$ cat config.mk
export PLATFORM = sky130hd
export DESIGN_NAME = micro_sequencer
export DESIGN_NICKNAME = d
export VERILOG_FILES = /design/src/rtl/mseq_pkg.sv /design/src/rtl/mseq_ucode_ram.sv /design/src/rtl/micro_sequencer.sv
export SDC_FILE = /design/constraint.sdc
export NUM_CORES = 1
export LEC_CHECK = 0
export BUFFER_PORTS_ARGS = -buffer_cell sky130_fd_sc_hd__buf_2
export CAP_MARGIN = 20
export CELL_PAD_IN_SITES_DETAIL_PLACEMENT = 1
export CELL_PAD_IN_SITES_GLOBAL_PLACEMENT = 1
export CORE_ASPECT_RATIO = 0.6
export CORE_MARGIN = 2
export CORE_UTILIZATION = 50
export CTS_CLUSTER_SIZE = 30
export DETAILED_ROUTE_END_ITERATION = 16
export PLACE_DENSITY = 0.84
export RECOVER_POWER = 25
export SYNTH_ARGS = -nofsm -noshare
export SYNTH_HDL_FRONTEND = slang
export SYNTH_HIERARCHICAL = 1
export SYNTH_SLANG_ARGS = --single-unit
$ cat constraint.sdc
create_clock -name Clk -period 3.9 [get_ports Clk]
set_input_delay 0.39 -clock Clk [delete_from_list [all_inputs] [get_ports Clk]]
set_output_delay 0.39 -clock Clk [all_outputs]
set_load 0.05 [all_outputs]
$ cat src/rtl/mseq_pkg.sv
// Shared types and constants for the micro_sequencer block.
// Holds microword/control-word layout, COND codes, FSM states and defaults.
package mseq_pkg;

  localparam int UPC_W_DEF = 4;
  localparam int CW_W_DEF  = 16;
  localparam int UW_W_DEF  = CW_W_DEF + UPC_W_DEF + 4;

  // Microword layout at the default widths
  localparam int UW_CW_LSB   = 0;
  localparam int UW_TGT_LSB  = 16;
  localparam int UW_COND_LSB = 20;
  localparam int UW_LDDI_BIT = 23;

  // Datapath control-word layout
  localparam int CW_DA_LSB = 13;
  localparam int CW_AA_LSB = 10;
  localparam int CW_BA_LSB = 7;
  localparam int CW_MB_BIT = 6;
  localparam int CW_FS_LSB = 2;
  localparam int CW_MD_BIT = 1;
  localparam int CW_RW_BIT = 0;

  // Issue count at which the next RUN issue would reach 255
  localparam logic [7:0] WDOG_LIMIT = 8'd254;

  typedef enum logic [2:0] {
    COND_NEXT = 3'd0,
    COND_JMP  = 3'd1,
    COND_Z    = 3'd2,
    COND_N    = 3'd3,
    COND_C    = 3'd4,
    COND_V    = 3'd5,
    COND_T    = 3'd6,
    COND_HALT = 3'd7
  } cond_e;

  typedef enum logic {
    S_IDLE = 1'b0,
    S_RUN  = 1'b1
  } state_e;

  typedef struct packed {
    logic v;
    logic c;
    logic n;
    logic z;
    logic t;
  } flags_t;

  function automatic logic cond_true(
    input cond_e  cond,
    input flags_t f
  );
    logic r;
    r = 1'b0;
    unique case (cond)
      COND_NEXT: r = 1'b0;
      COND_JMP:  r = 1'b1;
      COND_Z:    r = f.z;
      COND_N:    r = f.n;
      COND_C:    r = f.c;
      COND_V:    r = f.v;
      COND_T:    r = f.t;
      COND_HALT: r = 1'b0;
      default:   r = 1'b0;
    endcase
    return r;
  endfunction

endpackage

$ cat src/rtl/mseq_ucode_ram.sv
// Writable microcode store: synchronous write, asynchronous read, no reset.
// Ports: clk, we/waddr/wdata write port, raddr/rdata read port.
module mseq_ucode_ram #(
  parameter int AW = 4,
  parameter int DW = 24
) (
  input  logic          clk,
  input  logic          we,
  input  logic [AW-1:0] waddr,
  input  logic [DW-1:0] wdata,
  input  logic [AW-1:0] raddr,
  output logic [DW-1:0] rdata
);

  logic [DW-1:0] mem [2**AW];

  always_ff @(posedge clk) begin
    if (we) begin
      mem[waddr] <= wdata;
    end
  end

  assign rdata = mem[raddr];

endmodule

$ cat src/rtl/micro_sequencer.sv
// Microprogrammed controller: issues one control word per clock from a
// writable store, branches on V/C/N/Z/Tbit, latches Data_in into DI.
// Ports: Clk, Rst_n, Start/Busy/Done, Prog_* load port, Data_in/DI,
// flags, Y control word, Upc debug. Macro MSEQ_WDOG_EN adds a
// watchdog abort and the sticky Wdog_err output.
module micro_sequencer
  import mseq_pkg::*;
#(
  parameter int UPC_W = UPC_W_DEF,
  parameter int CW_W  = CW_W_DEF,
  parameter int UW_W  = CW_W + UPC_W + 4
) (
  input  logic             Clk,
  input  logic             Rst_n,
  input  logic             Start,
  output logic             Busy,
  output logic             Done,
  input  logic             Prog_we,
  input  logic [UPC_W-1:0] Prog_addr,
  input  logic [UW_W-1:0]  Prog_data,
  input  logic [7:0]       Data_in,
  output logic [7:0]       DI,
  input  logic             V,
  input  logic             C,
  input  logic             N,
  input  logic             Z,
  input  logic             Tbit,
  output logic [CW_W-1:0]  Y,
  output logic [UPC_W-1:0] Upc
`ifdef MSEQ_WDOG_EN
  ,
  output logic             Wdog_err
`endif
);

  localparam int TGT_LSB  = CW_W;
  localparam int COND_LSB = CW_W + UPC_W;
  localparam int LDDI_BIT = UW_W - 1;

  state_e           state_q, state_d;
  logic [CW_W-1:0]  y_q, y_d;
  logic [UPC_W-1:0] upc_q, upc_d;
  logic [7:0]       di_q, di_d;
  logic             done_q, done_d;
  logic             halt_q, halt_d;

  logic [UPC_W-1:0] rd_addr;
  logic [UW_W-1:0]  rd_data;
  logic             ram_we;

  logic [CW_W-1:0]  uw_cw;
  logic [UPC_W-1:0] uw_tgt;
  cond_e            uw_cond;
  logic             uw_ld;
  logic [UPC_W-1:0] upc_nxt;
  flags_t           flags;

  logic             issue;
  logic             launch;
  logic             wdog_trip;

  // Launch always fetches word 0; while idle Upc sits at 0 anyway
  assign rd_addr = (state_q == S_IDLE) ? '0 : upc_q;

  mseq_ucode_ram #(
    .AW (UPC_W),
    .DW (UW_W)
  ) u_ram (
    .clk   (Clk),
    .we    (ram_we),
    .waddr (Prog_addr),
    .wdata (Prog_data),
    .raddr (rd_addr),
    .rdata (rd_data)
  );

  assign uw_cw   = rd_data[CW_W-1:0];
  assign uw_tgt  = rd_data[TGT_LSB +: UPC_W];
  assign uw_cond = cond_e'(rd_data[COND_LSB +: 3]);
  assign uw_ld   = rd_data[LDDI_BIT];

  assign flags = '{v: V, c: C, n: N, z: Z, t: Tbit};

  assign upc_nxt = cond_true(uw_cond, flags)
                 ? uw_tgt
                 : rd_addr + UPC_W'(1);

`ifdef MSEQ_WDOG_EN
  logic [7:0] wdog_q, wdog_d;
  logic       err_q, err_d;

  assign wdog_trip = (wdog_q == WDOG_LIMIT);

  always_comb begin
    wdog_d = wdog_q;
    err_d  = err_q;
    if (launch) begin
      wdog_d = '0;
      err_d  = 1'b0;
    end else if (issue) begin
      wdog_d = wdog_q + 8'd1;
    end else if (state_q == S_RUN && !halt_q && wdog_trip) begin
      err_d  = 1'b1;
    end
  end

  always_ff @(posedge Clk or negedge Rst_n) begin
    if (!Rst_n) begin
      wdog_q <= '0;
      err_q  <= 1'b0;
    end else begin
      wdog_q <= wdog_d;
      err_q  <= err_d;
    end
  end

  assign Wdog_err = err_q;
`else
  assign wdog_trip = 1'b0;
`endif

  always_comb begin
    state_d = state_q;
    y_d     = y_q;
    upc_d   = upc_q;
    di_d    = di_q;
    done_d  = 1'b0;
    halt_d  = halt_q;
    issue   = 1'b0;
    launch  = 1'b0;
    ram_we  = 1'b0;

    unique case (1'b1)
      (state_q == S_IDLE): begin
        y_d   = '0;
        upc_d = '0;
        if (Start) begin
          launch  = 1'b1;
          state_d = S_RUN;
        end else begin
          ram_we  = Prog_we;
        end
      end
      (state_q == S_RUN): begin
        // halt_q: the halt word went out last edge
        if (halt_q) begin
          state_d = S_IDLE;
          y_d     = '0;
          upc_d   = '0;
          halt_d  = 1'b0;
          done_d  = 1'b1;
        end else if (wdog_trip) begin
          state_d = S_IDLE;
          y_d     = '0;
          upc_d   = '0;
        end else begin
          issue   = 1'b1;
        end
      end
      default: begin
        state_d = S_IDLE;
      end
    endcase

    if (issue || launch) begin
      y_d    = uw_cw;
      upc_d  = upc_nxt;
      halt_d = (uw_cond == COND_HALT);
      if (uw_ld) begin
        di_d = Data_in;
      end
    end
  end

  always_ff @(posedge Clk or negedge Rst_n) begin
    if (!Rst_n) begin
      state_q <= S_IDLE;
      y_q     <= '0;
      upc_q   <= '0;
      di_q    <= '0;
      done_q  <= 1'b0;
      halt_q  <= 1'b0;
    end else begin
      state_q <= state_d;
      y_q     <= y_d;
      upc_q   <= upc_d;
      di_q    <= di_d;
      done_q  <= done_d;
      halt_q  <= halt_d;
    end
  end

  assign Busy = (state_q == S_RUN);
  assign Done = done_q;
  assign DI   = di_q;
  assign Y    = y_q;
  assign Upc  = upc_q;

endmodule

# After elaboration in Yosys (flattened, before gate mapping)
# Memories as Yosys holds them, arrays and structs flattened.
# Index checks and enable logic that the tools add are counted.
[totals] register_bits=31 ram_bits=384 in_bits=45 output_inout_bits=30 wordCells=44 mem_count=1
[classes] add_sub_neg=1 n_eq_ne=8 n_mux=22 bitwise=1 n_reduce_logical=5
[mem_list] name="u_ram.mem" words=16 width=24 read_ports=1 rd_ports_with_merged_regs=0 wr=1 line_no="mseq_ucode_ram.sv:15" rtl="logic [DW-1:0] mem [2**AW];"
[op_table] cell="16-bit 2-to-1 mux" n=2
[op_table] cell="16-bit one-hot mux with 2 select lines" n=1
[op_table] cell="4-bit 2-to-1 mux" n=4
[op_table] cell="3-bit == test, second input constant" n=4
[op_table] cell="1-bit 2-to-1 mux" n=12
[op_table] cell="4-bit one-hot mux with 2 select lines" n=1
[op_table] cell="1-bit one-hot mux with 7 select lines" n=1
[op_table] cell="3-bit by 2-bit == test with 1-bit output, second input constant" n=2
[op_table] cell="4-bit by 1-bit adder with 4-bit output, second input constant" n=1
[op_table] cell="3-bit by 1-bit == test with 1-bit output, second input constant" n=1
[op_table] cell="3-bit logical NOT" n=1
[op_table] cell="3-bit by 1-bit inequality test with 1-bit output, second input constant" n=1
[op_table] cell="1-bit one-hot mux with 2 select lines" n=1
[op_table] cell="2-bit AND reduction" n=1
[op_table] cell="2-bit nonzero test" n=1
[op_table] cell="2-bit OR reduction" n=1
[op_table] cell="1-bit logical OR" n=1
[op_table] cell="1-bit inverter" n=1

# Logic depth before layout (Yosys ltp)
# Gate-level depths: netlist (run 1).
# An unclocked memory read counts as a cell.
[depth] ltp_word=7 mapped_depth=11 depth_no_buf=8

# Cells and area by module
# The synthesis (run 1) kept the hierarchy.
[modules_own_cells] mod="mseq_ucode_ram" n_inst=1 cells_per_inst=612 area_per_inst_um2=14450.1 seq_area_each_um2=11531.1
[modules_own_cells] mod="micro_sequencer" n_inst=1 cells_per_inst=91 area_per_inst_um2=1216.2 seq_area_each_um2=775.7

# Least setup slack after synthesis (run 1)
# OpenSTA, ideal clock, no wires.
[synth_path] kind="register to register" start="reg state_q, in the netlist Busy" end="mem u_ram.mem[0][0], enable pin" setup_ns=0.435 arrival_time_ns=3.146 required_ns=3.465 setup_slack_ns=0.319 stages_incl_launch_ff=5 path_buffers=0 period_less_slack_ns=3.581 path_cell_list="dfrtp_1 > nor2_1 > and2_1 > or3b_2 > nor3_1"
[synth_between] elab_chain_cells=3
[synth_rtl] item="start: declaration" line_no="micro_sequencer.sv:40" rtl="state_e state_q, state_d;"
[synth_rtl] item="start signal: assignment" line_no="micro_sequencer.sv:184" rtl="state_q <= state_d;"
[synth_rtl] item="1-bit 2-to-1 mux" line_no="micro_sequencer.sv:133" rtl="unique case (1'b1)"
[synth_rtl] item="via ram_we" line_no="micro_sequencer.sv:49" rtl="logic ram_we;"
[synth_rtl] item="1-bit 2-to-1 mux" line_no="mseq_ucode_ram.sv:18" rtl="if (we) begin"
[synth_rtl] item="1-bit 2-to-1 mux (not written as such)" line_no="mseq_ucode_ram.sv:19" rtl="mem[waddr] <= wdata;"
[synth_rtl] item="end: declaration" line_no="mseq_ucode_ram.sv:15"
# The timed path passes the listed nets, and every way through them passes these cells.

# Worst setup path after layout (run 1)
[layout_path] start="reg state_q, in the netlist Busy" end="reg upc_q[3], in the netlist Upc[3]"
[layout_between] elab_chain_cells=7 elab_cells_between_ends=21 classes_between="add/sub (1); eq/ne (8); mux (7); bitwise (1); reduce/logical (3); memory (1)"
[layout_rtl] item="4-bit 2-to-1 mux *" line_no="micro_sequencer.sv:63" rtl="assign rd_addr = (state_q == S_IDLE) ? '0 : upc_q;"
[layout_rtl] item="via rd_addr[0]" line_no="micro_sequencer.sv:47" rtl="logic [UPC_W-1:0] rd_addr;"
[layout_rtl] item="memory 16 x 24 bit *"
[layout_rtl] item="via rd_data[22]" line_no="micro_sequencer.sv:48" rtl="logic [UW_W-1:0] rd_data;"
[layout_rtl] item="3-bit == test or 3-bit logical NOT (tied branches)" line_no="mseq_pkg.sv:57" rtl="unique case (cond)"
[layout_rtl] item="2-bit OR reduction (no line)"
[layout_rtl] item="1-bit one-hot mux with 7 select lines *" line_no="mseq_pkg.sv:57"
[layout_rtl] item="4-bit 2-to-1 mux *" line_no="micro_sequencer.sv:85" rtl="? uw_tgt"
[layout_rtl] item="4-bit 2-to-1 mux *" line_no="micro_sequencer.sv:165" rtl="if (issue || launch) begin"
[layout_rtl] item="end signal: assignment" line_no="micro_sequencer.sv:186" rtl="upc_q <= upc_d;"
[layout_rtl] item="end: declaration" line_no="micro_sequencer.sv:42" rtl="logic [UPC_W-1:0] upc_q, upc_d;"
# Mark *: on every way through the listed nets, which the timed path passes. The rest lies on a longest branch.
# A chain may end at the register's enable or synchronous reset.

==> results of run 1 <==
==> cells in the final DEF, fill, tap and decap left out <==
| master | count |
|---|---|
| edfxtp_1 | 384 |
| mux4_2 | 97 |
| buf_2 | 57 |
| a22oi_1 | 48 |
| clkbuf_16 | 41 |
| dfrtp_1 | 31 |
| nand2_1 | 29 |
| clkbuf_1 | 25 |
| buf_4 | 22 |
| and2_1 | 21 |
| nor2_4 | 12 |
| mux2_2 | 9 |
| clkinv_2 | 7 |
| clkinv_1 | 6 |
| nand3_1 | 4 |
| clkbuf_8 | 4 |
| nor3_2 | 4 |
| nor2_1 | 3 |
| nand2b_1 | 3 |
| and2_4 | 2 |
| xnor2_1 | 2 |
| a211oi_2 | 2 |
| o21ai_0 | 2 |
| nor2b_2 | 2 |
| nand3b_1 | 2 |
| buf_12 | 2 |
| or2_4 | 1 |
| inv_2 | 1 |
| nor2b_1 | 1 |
| mux2i_1 | 1 |
| inv_1 | 1 |
| nand4_1 | 1 |
| nand2_4 | 1 |
| o22ai_1 | 1 |
| ha_1 | 1 |
| clkinvlp_4 | 1 |
| bufinv_16 | 1 |
| inv_6 | 1 |
| nor2_2 | 1 |
| or3b_2 | 1 |
==> per-layer routing <==
metal,up-vias,track usage
li1,3135,-
met1,4088,0.340
met2,291,0.370
met3,60,0.0443
met4,0,0.0583
met5,-,0
==> power by group through the flow <==
stage	registers, uW	clock network (uW)	logic, uW
2_1_floorplan	5720	0	2420
3_3_place_gp	5200	0	3750
3_5_place_dp	5210	0	3900
4_1_cts	5120	3730	3920
5_1_grt	5130	3880	4140
6_report	5120	3670	3890
==> cells by family after synthesis <==
| logic type | Yosys count |
|---|---|
| AND/OR/NAND/NOR | 88 |
| AO/OA/AOI/OAI | 53 |
| XOR/XNOR | 2 |
| adder cells (fa/ha/maj) | 1 |
| buffers and inverters | 37 |
| multiplexers | 107 |
| flip-flops | 415 |
==> worst min-delay path by stage <==
stage	slack [ns]	start	cells after the start	to
finish	0.03	Rst_n	1	halt_q$_DFFE_PN0P_
global route	0.06	Rst_n	1	halt_q$_DFFE_PN0P_
CTS	0.03	Rst_n	1	Y[12]$_DFFE_PN0P_
detailed placement	0.49	DI[1]$_DFFE_PN0P_	1	DI[1]$_DFFE_PN0P_
global placement	0.48	DI[2]$_DFFE_PN0P_	1	DI[2]$_DFFE_PN0P_
floorplan	0.09	Rst_n	0	Busy$_DFF_PN0_
==> worst register-to-register path: stages (launching register included) <==
cell and delay, ns:
dfrtp_1 0.53, and2_4 0.42, buf_12 0.50, mux4_2 0.62
a22oi_1 0.23, nand2_1 0.12, mux4_2 0.42, nand4_1 0.15
o21ai_0 0.11
==> metrics by stage <==
stage               cells  cell area, um2  hold WS, ns
floorplan             703           15700       0.0944
global placement     1182           16700        0.481
detailed placement   1182           16700        0.492
CTS                  1251           17900       0.0348
global route         1251           17900       0.0642
finish               1251           17900       0.0300
==> Yosys cell counts <==
master	n
dfrtp_1	31
clkbuf_1	18
mux2_2	9
nor2_1	16
a211oi_2	2
and2_1	23
nand2_1	29
xnor2_1	2
nor2b_1	3
nand3_1	4
a22oi_1	48
or3b_2	1
edfxtp_1	384
nor3_1	4
ha_1	1
nand3b_1	2
mux4_2	97
inv_2	1
o22ai_1	1
nand2b_1	3
inv_1	1
o21ai_0	2
or2_4	1
mux2i_1	1
buf_6	5
buf_2	12
nand2_4	1
nand4_1	1
==> cell type report <==
class                   instances  area (um2)
clock buffers                  53        1110
fillers                      2645       13100
multi-input cells             251        3290
well taps                     416         520
clock inverters                16         104
flip-flops and latches        415       12300
repair buffers                 98         554
inverters                       2        7.51
==> state kept, by name, summed over array words and instances, names as in the netlist <==
| signal | count |
|---|---|
| Busy | 1 |
| DI | 8 |
| Done | 1 |
| Upc | 4 |
| Y | 16 |
| halt_q | 1 |
| u_ram/mem | 384 |
==> metrics.cfg, run 1 <==
[power]
intPower_uw=8700
comb_power_share=0.307
p_seq_frac=0.404
powerDensity_nw_per_um2=708
switchingPower_uw=3980
pwr-share-clk=0.289
max-vdd-ir-drop_v=0.000474
power.total_uw=12700
leakage_uw=0.00579
switching_share=0.314

[critical_path]
path_buf_inv=1
reg2reg_slack_ns=0.66
criticalPathCategory=flip-flop to flip-flop
critPathMaxStageDelay_ns=0.58
crit_end=Upc[3]$_DFFE_PN0P_
arrival_ns=3.65
r2r_cells=8
cp.depth=8
cpMaxStageDelayCell=mux4_2
crit_path_start=Busy$_DFF_PN0_
cpMostUsedCell=mux4_2
path_delay_family=multiplexers
cp.required_ns=4.30
timing.rr.end=Upc[3]$_DFFE_PN0P_
r2r-start=Busy$_DFF_PN0_
end_kind=flip-flop
worstSetupStartpointType=flip-flop
critPathMaxFanout=70
crit_chain=and2_4 -> buf_12 -> mux4_2 -> a22oi_1 -> nand2_1 -> mux4_2 -> nand4_1 -> o21ai_0

[synthesis]
muxShareOfSynthArea=0.147
syn_area_um2=15700
syn_inst=703
synth_top_cell_by_area=edfxtp_1
synth_compound_area_frac=0.0256
synth_area_leaders=edfxtp_1 (74%), mux4_2 (14%), dfrtp_1 (5.0%)
synth_cell_type_count=28
syn_area_per_cell_um2=22.3
synth_warnings=6
synthAdderAreaFrac=0.000799
ys_seq_area_frac=0.786
synth_top_family_by_area=multiplexers
synth-simple-area-share=0.0281
synth_top_area_frac=0.736
ys_ff_latch=415
synth_xor_area_frac=0.00112
synth.net_count=749

[grt]
first_global_vias=8185
grt_max_degree=72
grt_pass1_wl_mm=54.6
grt_use_total=0.233
antenna_found_initial=1
grt-ovfl-total=0

[sta]
fin_crit_ns=3.24
hold_viol=0
setup_tns_ns=0
slew_headroom=0.315
setup_violations=0
fin_skew_ns=0.0122
worst_slack_ns=0.657
fmax_ghz=0.308
period_share=0.832
worst_pin_slew_ns=1.03
final_max_slew_viol_count=0
rsz0062_at_grt=false

[clock_network]
cts_tree=yes
cts_root_buf=clkbuf_16
cts.hold.buffers_added=0
cts.sinks=415
cts_max_level=2
worst_skew_pair.late_latency_ns=0.54
post_cts.repair.setup_buffers=0
clkSlewWorstSetupHoldPaths_ns=0.07
ctsResizeCount=0
cts_max_path_buffers=3
cts_buffers=38

[placement]
gp_congestion=0.774
place_ws_ns=0.636
io_buffers=74
dpl.hpwl_mm=20.5

[routing]
routed_wl_mm=36.9
drt_iter0_markers=810
drc=0
ant_nets=0
viasPerCell=6.05
routed.top_layer=met4
dr_wl_met2_mm=17.9
vias=7574
first_pass_iters=5
routedWlPerCell_um=29.5
wl_met1_mm=15.8
dr_wl_met3_mm=2.56

[run]
max_cap_viol_count=0

[finish]
diodes=0
drive_gt1_frac=0.322
nets=852
final_util=0.577
area_growth_pct=14.2

[floorplanning]
row_count=50
fp.coreArea_um2=31000
fp.dieH_um=141
boundaryPins=75
start_util=0.505
die_w_um=233
die-area_um2=32800

[hold_path]
hold_path_class=primary input to asynchronous set/reset pin

[run_status]
status=completed

Power figures use the tool's default switching activity.
==> inputs of run 2 (changes only) <==
==> constraint.sdc (replaced) <==
create_clock -name Clk -period 3.12 [get_ports Clk]
set_input_delay 0.312 -clock Clk [delete_from_list [all_inputs] [get_ports Clk]]
set_output_delay 0.312 -clock Clk [all_outputs]
set_load 0.05 [all_outputs]
==> run 2 against run 1 <==
Sequential share of layout area decreased by 2.1 points. Clock power rose by 43%. Clock skew grew 0.0028 ns. Critical path depth is the same. Register-to-register slack worse by 0.40 ns. Fmax increased by 13%. Routed wire length is 3.0% higher. Sequential cell count unchanged. Combinational power rose by 28%. Setup slack got worse by 0.40 ns.
==> metrics.cfg, run 2 (synthesized netlist as in run 1, its figures left out) <==
[run_status]
status=completed

[placement]
dpl.hpwl_mm=21.1
io_buffers=74
place_ws_ns=0.137
gp_congestion=0.765
dp.cells=1189

[power]
powerDensity_nw_per_um2=900
intPower_uw=11600
leakage_uw=0.00602
p_seq_frac=0.385
comb_power_share=0.299
switchingPower_uw=5010
switching_share=0.301
power.total_uw=16600
max-vdd-ir-drop_v=0.000574
pwr-share-clk=0.316

[sta]
rsz0062_at_grt=false
period_share=0.918
setup_violations=0
hold_viol=0
slew_headroom=0.340
final_max_slew_viol_count=0
worst_pin_slew_ns=0.990
fmax_ghz=0.349
fin_crit_ns=2.87
setup_tns_ns=0
fin_skew_ns=0.0149
worst_slack_ns=0.254

[critical_path]
timing.rr.end=Upc[2]$_DFFE_PN0P_
arrival_ns=3.29
worstSetupStartpointType=flip-flop
r2r_cells=8
reg2reg_slack_ns=0.25
criticalPathCategory=flip-flop to flip-flop
crit_end=Upc[2]$_DFFE_PN0P_
crit_path_start=Busy$_DFF_PN0_
r2r-start=Busy$_DFF_PN0_
critPathMaxFanout=23
end_kind=flip-flop
cp.required_ns=3.54

[finish]
layout_common_cells=edfxtp_1 (384), mux4_2 (97), buf_2 (57)
seq_area_um2=12300
fillCellCount=2605
largest_reg_flops=384
area_growth_pct=17.9
nets=872
drive_gt1_frac=0.340
registers.top_by_ff_count=u_ram/mem
layout_commonest_cell=edfxtp_1
multi_input_area_um2=3300
final_cells=1273

[floorplanning]
die-area_um2=32800
die_w_um=233
start_util=0.505
boundaryPins=75
fp.dieH_um=141
row_count=50
fp.coreArea_um2=31000

[routing]
routedWlPerCell_um=29.9
drc=0
ant_nets=0
vias=7757
routed_wl_mm=38.0
first_pass_iters=5
viasPerCell=6.09
drt_iter0_markers=662

[clock_network]
cts_root_buf=clkbuf_16
ctsResizeCount=0
cts_max_path_buffers=3
cts_buffers=39
cts_max_level=2
cts.sinks=415
worst_skew_pair.late_latency_ns=0.54
cts_tree=yes
clkSlewWorstSetupHoldPaths_ns=0.07

[grt]
grt_max_degree=69
grt_use_total=0.242
antenna_found_initial=3
grt_pass1_wl_mm=56.0
grt-ovfl-total=0
first_global_vias=8245

[hold_path]
hold_start=Data_in[4]
hold_path_class=primary input to flip-flop

[run]
max_cap_viol_count=0

## run 2: how the worst min path moves through the flow
stage / end / slack [ns] / depth (start not counted)
after floorplan: Busy$_DFF_PN0_ / 0.02 / 0
after global placement: DI[6]$_DFFE_PN0P_ / 0.48 / 1
after detailed placement: DI[6]$_DFFE_PN0P_ / 0.50 / 1
after CTS: DI[4]$_DFFE_PN0P_ / 0.005 / 2
after global routing: DI[4]$_DFFE_PN0P_ / 0.01 / 2
final: DI[4]$_DFFE_PN0P_ / 0.03 / 2
## run 2: area by class of cell
class | instances | share of cell area
flip-flops and latches | 415 | 0.666
multi-input cells | 251 | 0.179
clock inverters | 15 | 0.0152
diodes | 1 | 0.000135
repair buffers | 117 | 0.0487
clock buffers | 56 | 0.0624
inverters | 2 | 0.000406
well taps | 416 | 0.0282
## run 2: worst max-delay path: stages, from the launching register on
cell      delay (ns)
dfrtp_2         0.46
and2_4          0.43
mux4_2          0.39
a22oi_1         0.26
nand2_1         0.17
nand2b_1        0.17
mux4_2          0.59
nor2_1          0.19
a211oi_2        0.07
## run 2: per-stage QoR
step	hold WS (ns)	utilization	area, um2
after global routing	0.0139	0.595	18500
after detailed placement	0.497	0.546	17000
after global placement	0.482	0.546	17000
after floorplan	0.0164	-	15700
after CTS	0.00492	0.594	18400
final	0.0266	0.595	18500
## run 2: layer usage
layer	GRT usage	vias to the layer above	part of all wire
met2	0.377	344	0.47
met1	0.354	4140	0.43
li1	-	3184	-
met4	0.0717	2	0.029
met3	0.0455	87	0.074
met5	0	-	0.00034
## run 2: power groups by stage
stage               Clock, uW  Sequential (uW)  Combinational [uW]
floorplan                   0             7150                3020
global placement            0             6500                4740
detailed placement          0             6520                4920
CTS                      5340             6400                4950
global route             5540             6420                5340
finish                   5250             6400                4980
## run 2: timing repair
item,4_1_cts,5_1_grt
hold buffers,6,0
endpoints found under the hold margin,36,0
setup endpoints to repair,0,4
setup buffers,0,6
